### src/rtl/uart_tx_arbiter.sv
// Round-robin arbiter sharing one UART transmitter among NUM_REQ byte producers,
// with per-requester message lock and a busy-detect timeout.
module uart_tx_arbiter #(
  parameter int unsigned NUM_REQ      = 2,
  parameter int unsigned ID_W         = 1,
  parameter int unsigned BUSY_TIMEOUT = 16
) (
  input  logic                 sysclk,
  input  logic                 reset,
  input  logic [NUM_REQ-1:0]   req,
  input  logic [NUM_REQ-1:0]   req_lock,
  input  logic [8*NUM_REQ-1:0] req_data,
  output logic [NUM_REQ-1:0]   ack,
  output logic [ID_W-1:0]      grant_id,
  output logic                 busy,
  output logic                 timeout_err,
  input  logic                 TX_STATUS,
  output logic                 TX_EN,
  output logic [7:0]           UART_TXD
);

  localparam int unsigned CNT_W = $clog2(BUSY_TIMEOUT);
  localparam logic [CNT_W-1:0] CNT_LAST = CNT_W'(BUSY_TIMEOUT - 1);

  typedef enum logic [1:0] {IDLE, SEND, WAIT_BUSY, WAIT_DONE} state_t;

  state_t             state, state_n;
  logic [ID_W-1:0]    grant_n;
  logic               lock_active, lock_n;
  logic [CNT_W-1:0]   cnt, cnt_n;
  logic [7:0]         txd_n;
  logic               tx_en_n, terr_n;
  logic [NUM_REQ-1:0] ack_n;

  logic               eff_lock, rr_found, win_ok;
  logic [ID_W-1:0]    idx, rr_win, win;
  logic [7:0]         win_byte;

  always_ff @(posedge sysclk) begin
    if (reset) begin
      state       <= IDLE;
      grant_id    <= ID_W'(NUM_REQ - 1);
      lock_active <= 1'b0;
      cnt         <= '0;
      UART_TXD    <= '0;
      TX_EN       <= 1'b0;
      ack         <= '0;
      timeout_err <= 1'b0;
    end else begin
      state       <= state_n;
      grant_id    <= grant_n;
      lock_active <= lock_n;
      cnt         <= cnt_n;
      UART_TXD    <= txd_n;
      TX_EN       <= tx_en_n;
      ack         <= ack_n;
      timeout_err <= terr_n;
    end
  end

  always_comb begin
    state_n  = state;
    grant_n  = grant_id;
    lock_n   = lock_active;
    cnt_n    = cnt;
    txd_n    = UART_TXD;
    tx_en_n  = 1'b0;
    ack_n    = '0;
    terr_n   = 1'b0;

    // A lock whose owner has let go of req_lock is released on this same
    // evaluation, so the round-robin result below is used immediately.
    eff_lock = lock_active && req_lock[grant_id];

    rr_found = 1'b0;
    rr_win   = grant_id;
    idx      = '0;
    for (int unsigned i = 1; i <= NUM_REQ; i++) begin
      idx = ID_W'((32'(grant_id) + i) % NUM_REQ);
      if (!rr_found && req[idx]) begin
        rr_found = 1'b1;
        rr_win   = idx;
      end
    end

    win    = eff_lock ? grant_id : rr_win;
    win_ok = eff_lock ? req[grant_id] : rr_found;

    win_byte = '0;
    for (int unsigned j = 0; j < NUM_REQ; j++) begin
      if (ID_W'(j) == win) win_byte = req_data[8*j +: 8];
    end

    case (state)
      IDLE: begin
        lock_n = eff_lock;
        if (TX_STATUS && win_ok) begin
          grant_n    = win;
          txd_n      = win_byte;
          tx_en_n    = 1'b1;
          ack_n[win] = 1'b1;
          state_n    = SEND;
        end
      end
      SEND: begin
        lock_n  = req_lock[grant_id];
        cnt_n   = '0;
        state_n = WAIT_BUSY;
      end
      WAIT_BUSY: begin
        if (!TX_STATUS) begin
          cnt_n   = '0;
          state_n = WAIT_DONE;
        end else if (cnt == CNT_LAST) begin
          terr_n  = 1'b1;
          lock_n  = 1'b0;
          cnt_n   = '0;
          state_n = IDLE;
        end else begin
          cnt_n = cnt + CNT_W'(1);
        end
      end
      WAIT_DONE: begin
        if (TX_STATUS) state_n = IDLE;
      end
      default: state_n = IDLE;
    endcase
  end

  always_comb busy = (state != IDLE);

endmodule

### config.mk
export PLATFORM = sky130hd
export DESIGN_NAME = uart_tx_arbiter
export DESIGN_NICKNAME = d
export VERILOG_FILES = /design/src/rtl/uart_tx_arbiter.sv
export SDC_FILE = /design/constraint.sdc
export NUM_CORES = 1
export LEC_CHECK = 0
export CAP_MARGIN = 30
export CORE_MARGIN = 5
export CORE_UTILIZATION = 60
export CTS_BUF_LIST = sky130_fd_sc_hd__clkbuf_8
export DETAILED_ROUTE_END_ITERATION = 8
export DONT_BUFFER_PORTS = 1
export PLACE_DENSITY_LB_ADDON = 0.12
export SKIP_CTS_REPAIR_TIMING = 1
export SKIP_LAST_GASP = 1
export SLEW_MARGIN = 10
export SYNTH_ARGS = -nofsm -noshare
export SYNTH_HDL_FRONTEND = slang
export SYNTH_SLANG_ARGS = --single-unit
### constraint.sdc
create_clock -name sysclk -period 3.4 [get_ports sysclk]
set_clock_uncertainty 0.05 [all_clocks]
set_input_delay 0.85 -clock sysclk [delete_from_list [all_inputs] [get_ports sysclk]]
set_output_delay 0.85 -clock sysclk [all_outputs]
set_load 0.005 [all_outputs]
# After elaboration in Yosys (flattened, before gate mapping)
# Index checks and enable logic that the tools add are counted.
# word_totals
ff_bits	20
latch_bits	0
mem_bits_rw	0
rom_bits	0
in_bits	23
out_inout_bits	14
memories	0
# classes
addsub	3
n_mul	0
n_div	0
n_lt_le_gt_ge	5
n_eq_ne	9
n_shift	0
muxes	30
bitwise	4
reduce_logical	15
# op_table
operator	count
1-bit two-way mux	19
1-bit by 2-bit < comparator with 1-bit output (second input constant)	4
2-bit two-way mux	4
4-bit two-way mux	2
8-bit two-way mux	1
2-bit != test (second input constant)	4
2-bit case mux with 4 select lines	1
4-bit case mux with 2 select lines	1
3-bit AND reduction	2
3-bit OR reduction	2
4-bit by 1-bit adder with 4-bit output (second input constant)	1
2-bit == test (second input constant)	2
4-bit == test (second input constant)	1
1-bit logical AND	4
1-bit NOT	4
2-bit nonzero test	2
3-bit != test (second input constant)	1
1-bit case mux with 3 select lines	1
3-bit nonzero test	1
1-bit adder (second input constant)	2
2-bit by 1-bit == test with 1-bit output (second input constant)	1
2-bit zero test	1
2-bit AND reduction	1
2-bit OR reduction	1
other kinds (3)	3

# Longest topological paths before layout
# logic_depth
depth_word	12
mapped_depth	7

# Worst setup path after synthesis
# OpenSTA, ideal clock, no wires.
# synth_timing
path_type	in2reg
start	input port TX_STATUS
end	register UART_TXD[0]
arrival_ps	1901
path_slack_ps	1370
stages	6
n_path_buf	2
path_cell_list	clkbuf_1 -> nand2_1 -> nor4_4 -> buf_6 -> nor2_2 -> a211oi_2
# synth_between
elab_chain_len	2
# synth_rtl
element	line_no	text
from (decl)	17	input logic TX_STATUS,
1-bit logical AND	97	if (TX_STATUS && win_ok) begin
2-bit AND reduction (no source line)	--	
to (signal assigned)	54	UART_TXD <= txd_n;
to (decl)	19	output logic [7:0] UART_TXD
# No other way between the ends.
# A chain may end at the register's enable or synchronous reset.

# Worst setup path after layout
# layout_timing
start	input port req[0]
end	register ack[1]
# layout_between
elab_chain_len	11
# layout_rtl
element	line_no	text
from (decl)	10	input logic [NUM_REQ-1:0] req,
1-bit two-way mux (implied by the code) (2 in series)	80	if (!rr_found && req[idx]) begin
1-bit two-way mux	80	
1-bit zero test	80	
1-bit logical AND	80	
1-bit two-way mux	80	
1-bit two-way mux	86	win = eff_lock ? grant_id : rr_win;
1-bit by 2-bit < comparator with 1-bit output (implied by the code) or 1-bit greater-or-equal comparator (tied branches)	101	ack_n[win] = 1'b1;
1-bit logical AND (implied by the code)	101	
1-bit two-way mux (implied by the code)	101	
1-bit demux with 1-bit select	101	
to (signal assigned)	56	ack <= ack_n;
to (decl)	13	output logic [NUM_REQ-1:0] ack,
# Several ways; a longest one is shown, not always the timed one. The select of a mux whose other input is x is not followed.

==> flow_summary.ini <==
[yosys]
syn_avg_cell_area_sq_um = 9.40
synth.area.top_cells = dfxtp_1, mux2i_1, ha_1, a211oi_1, nor2_1
synth_nets = 142
synth_flop_cell = dfxtp_1
yosys_warnings = 0
synth_seq_cells = 20
synth.distinct_cells = 39
syn-cell-area_sq_mm = 0.00106
synth_cells = 113
synth_top_area_share = 0.377
yosysTopAreaCell = dfxtp_1
ys_seq_area_frac = 0.377
async_reset_ff_frac = 0
synth_enable_flop_cells = 0

[min_path]
hold_end = cnt[3]
hp-class = reg -> reg
hold_depth = 2
min_from = cnt[3]

[power_and_ir_drop]
p_per_area_mw_per_mm2 = 611
p_leak_nw = 0.458
max-vdd-ir-drop_v = 0.000359

[timing]
finalSetupViolCount = 0
fin_ws_ns = 1.32
report.final.slew_viol_count = 0
worst_pin_slew_ns = 0.867
rsz0062_at_grt = false
hold_violations = 0
slew_headroom = 0.418
fin_crit_ns = 2.08
final.setup.tns_ns = 0
fmax_mhz = 481
period_share = 0.611
hold_slack_ns = 0.434

[worst_setup_path]
r2r_slack_ns = 1.36
worstPathMaxFanout = 19
r2r_end = ack[1]
slowest_delay_ns = 0.77
crit_chain = and4bb_4 -> nor4_4 -> and2b_2 -> nor2b_1
critical_path_class = in -> reg
crit_family = simple AND/OR/NAND/NOR gates
worst-r2r-cell-count = 6
critical_path_required_ns = 3.55
critPathBufInv = 0
cp_data_arrival_time_ns = 2.23
cpMaxStageDelayCell = nor4_4
critPathLaunch = req[0]
cp-start-kind = input port
end_kind = register
worstReg2RegStart = state[0]

[clock_network]
cts.sink_count = 20
worstSkewPairLatency_ns = 0.26
clkTransAtPathRegs_ns = 0.07
cts_tree = done
htreeDepth = 1
cts_buffers = 3
cts_root_buf = clkbuf_8
clk_path_buf_depth = 2

[floorplan]
initial_core_util = 0.622
core-area_sq_mm = 0.00171
num_io_pins = 37
die_area_sq_mm = 0.00271
rows = 15
die_w_um = 52.1
fp.dieH_um = 52.1

[global_routing]
track_usage = 0.162
met1_usage = 0.177
grt-ovfl-total = 0
grt_pass1_vias = 781
use_met3 = 0.0430
grt_pass1_wl_mm = 3.30
grt_max_degree = 20
antenna_found_initial = 0
grtUsageMet2 = 0.276
grt_busiest_layer = met2

[placement]
post-dp-hpwl_mm = 1.51
port_buffers = 0
post-place-ws_ns = 1.02
place_congestion = 0.732

[layout]
drive_above_1_share = 0.143
final_cell_mix = dfxtp_1, nor2_1, mux2i_1, a21oi_1, a211oi_1
num-fill-cells = 142
layout_commonest_cell = dfxtp_1
seqCellArea_sq_um = 400
synthToLayoutAreaGrowth_pct = 7.42
fin_util = 0.668
finalNetCount = 142
multiInputGateArea_sq_um = 616
antenna_cells = 0

[flow_run]
maxCapViolCount = 0

[detailed_routing]
drc = 0
ant_nets = 0
routedWlPerCell_um = 14.7
post_drt_via_cell_ratio = 5.94
dr.pass1.iters = 4
vias = 814
drt_iter0_markers = 12
routed_wl_mm = 2.01

[run_status]
status = completed
-- logic make-up (layout without fill, tap and decap cells) --
kind of cell | after synthesis | in the layout | share of synthesized area
and+or+nand+nor | 38 | 38 | 0.216
muxes | 11 | 11 | 0.106
AOI/OAI and AO/OA | 28 | 28 | 0.187
adders and majority gates | 6 | 6 | 0.0707
buffers and inverters | 10 | 9 | 0.0436
DFF | 20 | 20 | 0.377
-- registers in the layout (all words and copies together) (netlist names) --
register     cells
UART_TXD         8
cnt              4
ack              2
state            2
TX_EN            1
grant_id         1
lock_active      1
timeout_err      1
-- per-layer routing --
metal / vias up / share of wire
met2: 34 / 0.50
met3: 4 / 0.085
met1: 367 / 0.39
li1: 409 / -
met5: - / 0
met4: 0 / 0.017
-- cell usage after synthesis, types with 3 or more instances --
master,n
dfxtp_1,20
nor2_1,11
mux2i_1,9
a211oi_1,7
a21oi_1,7
ha_1,6
inv_1,4
nand2_1,4
nor3_1,4
and3_1,3
clkbuf_1,3
nand4_1,3
-- worst min-delay path: cells and delay by family (launching register included) --
family          cells  cell delay, ns
simple gates        1            0.06
flops               1            0.33
compound gates      1            0.05
-- final cells by class --
| cell class | instances | share of cell area |
|---|---|---|
| clock inverter | 1 | 0.0263 |
| timing repair buffer | 1 | 0.00658 |
| inverter | 4 | 0.0132 |
| multi-input combinational | 83 | 0.539 |
| sequential | 20 | 0.351 |
| clock buffer | 3 | 0.0362 |
| tap | 25 | 0.0274 |
-- per-stage QoR --
stage	total power, mW	instances	instance area [sq um]
3_5_place_dp	0.466	133	1070
6_report	0.697	137	1140
4_1_cts	0.705	137	1140
3_3_place_gp	0.461	133	1070
5_1_grt	0.739	137	1140
2_1_floorplan	0.441	113	1060
-- report_power, final --
group / switching [mW] / internal (mW)
sequential: 0.0269 / 0.263
clock: 0.0796 / 0.157
combinational: 0.0932 / 0.0765
total: 0.200 / 0.497
-- worst max-delay path by stage --
stage	endpoint	slack, ns	cells after the start
after floorplan	UART_TXD[0]	1.37	6
after global placement	grant_id	1.04	4
after detailed placement	grant_id	1.02	4
after CTS	ack[1]	1.29	4
after global routing	ack[1]	1.13	6
final	ack[1]	1.32	4
Note: power is estimated with default switching activity, not from simulation.
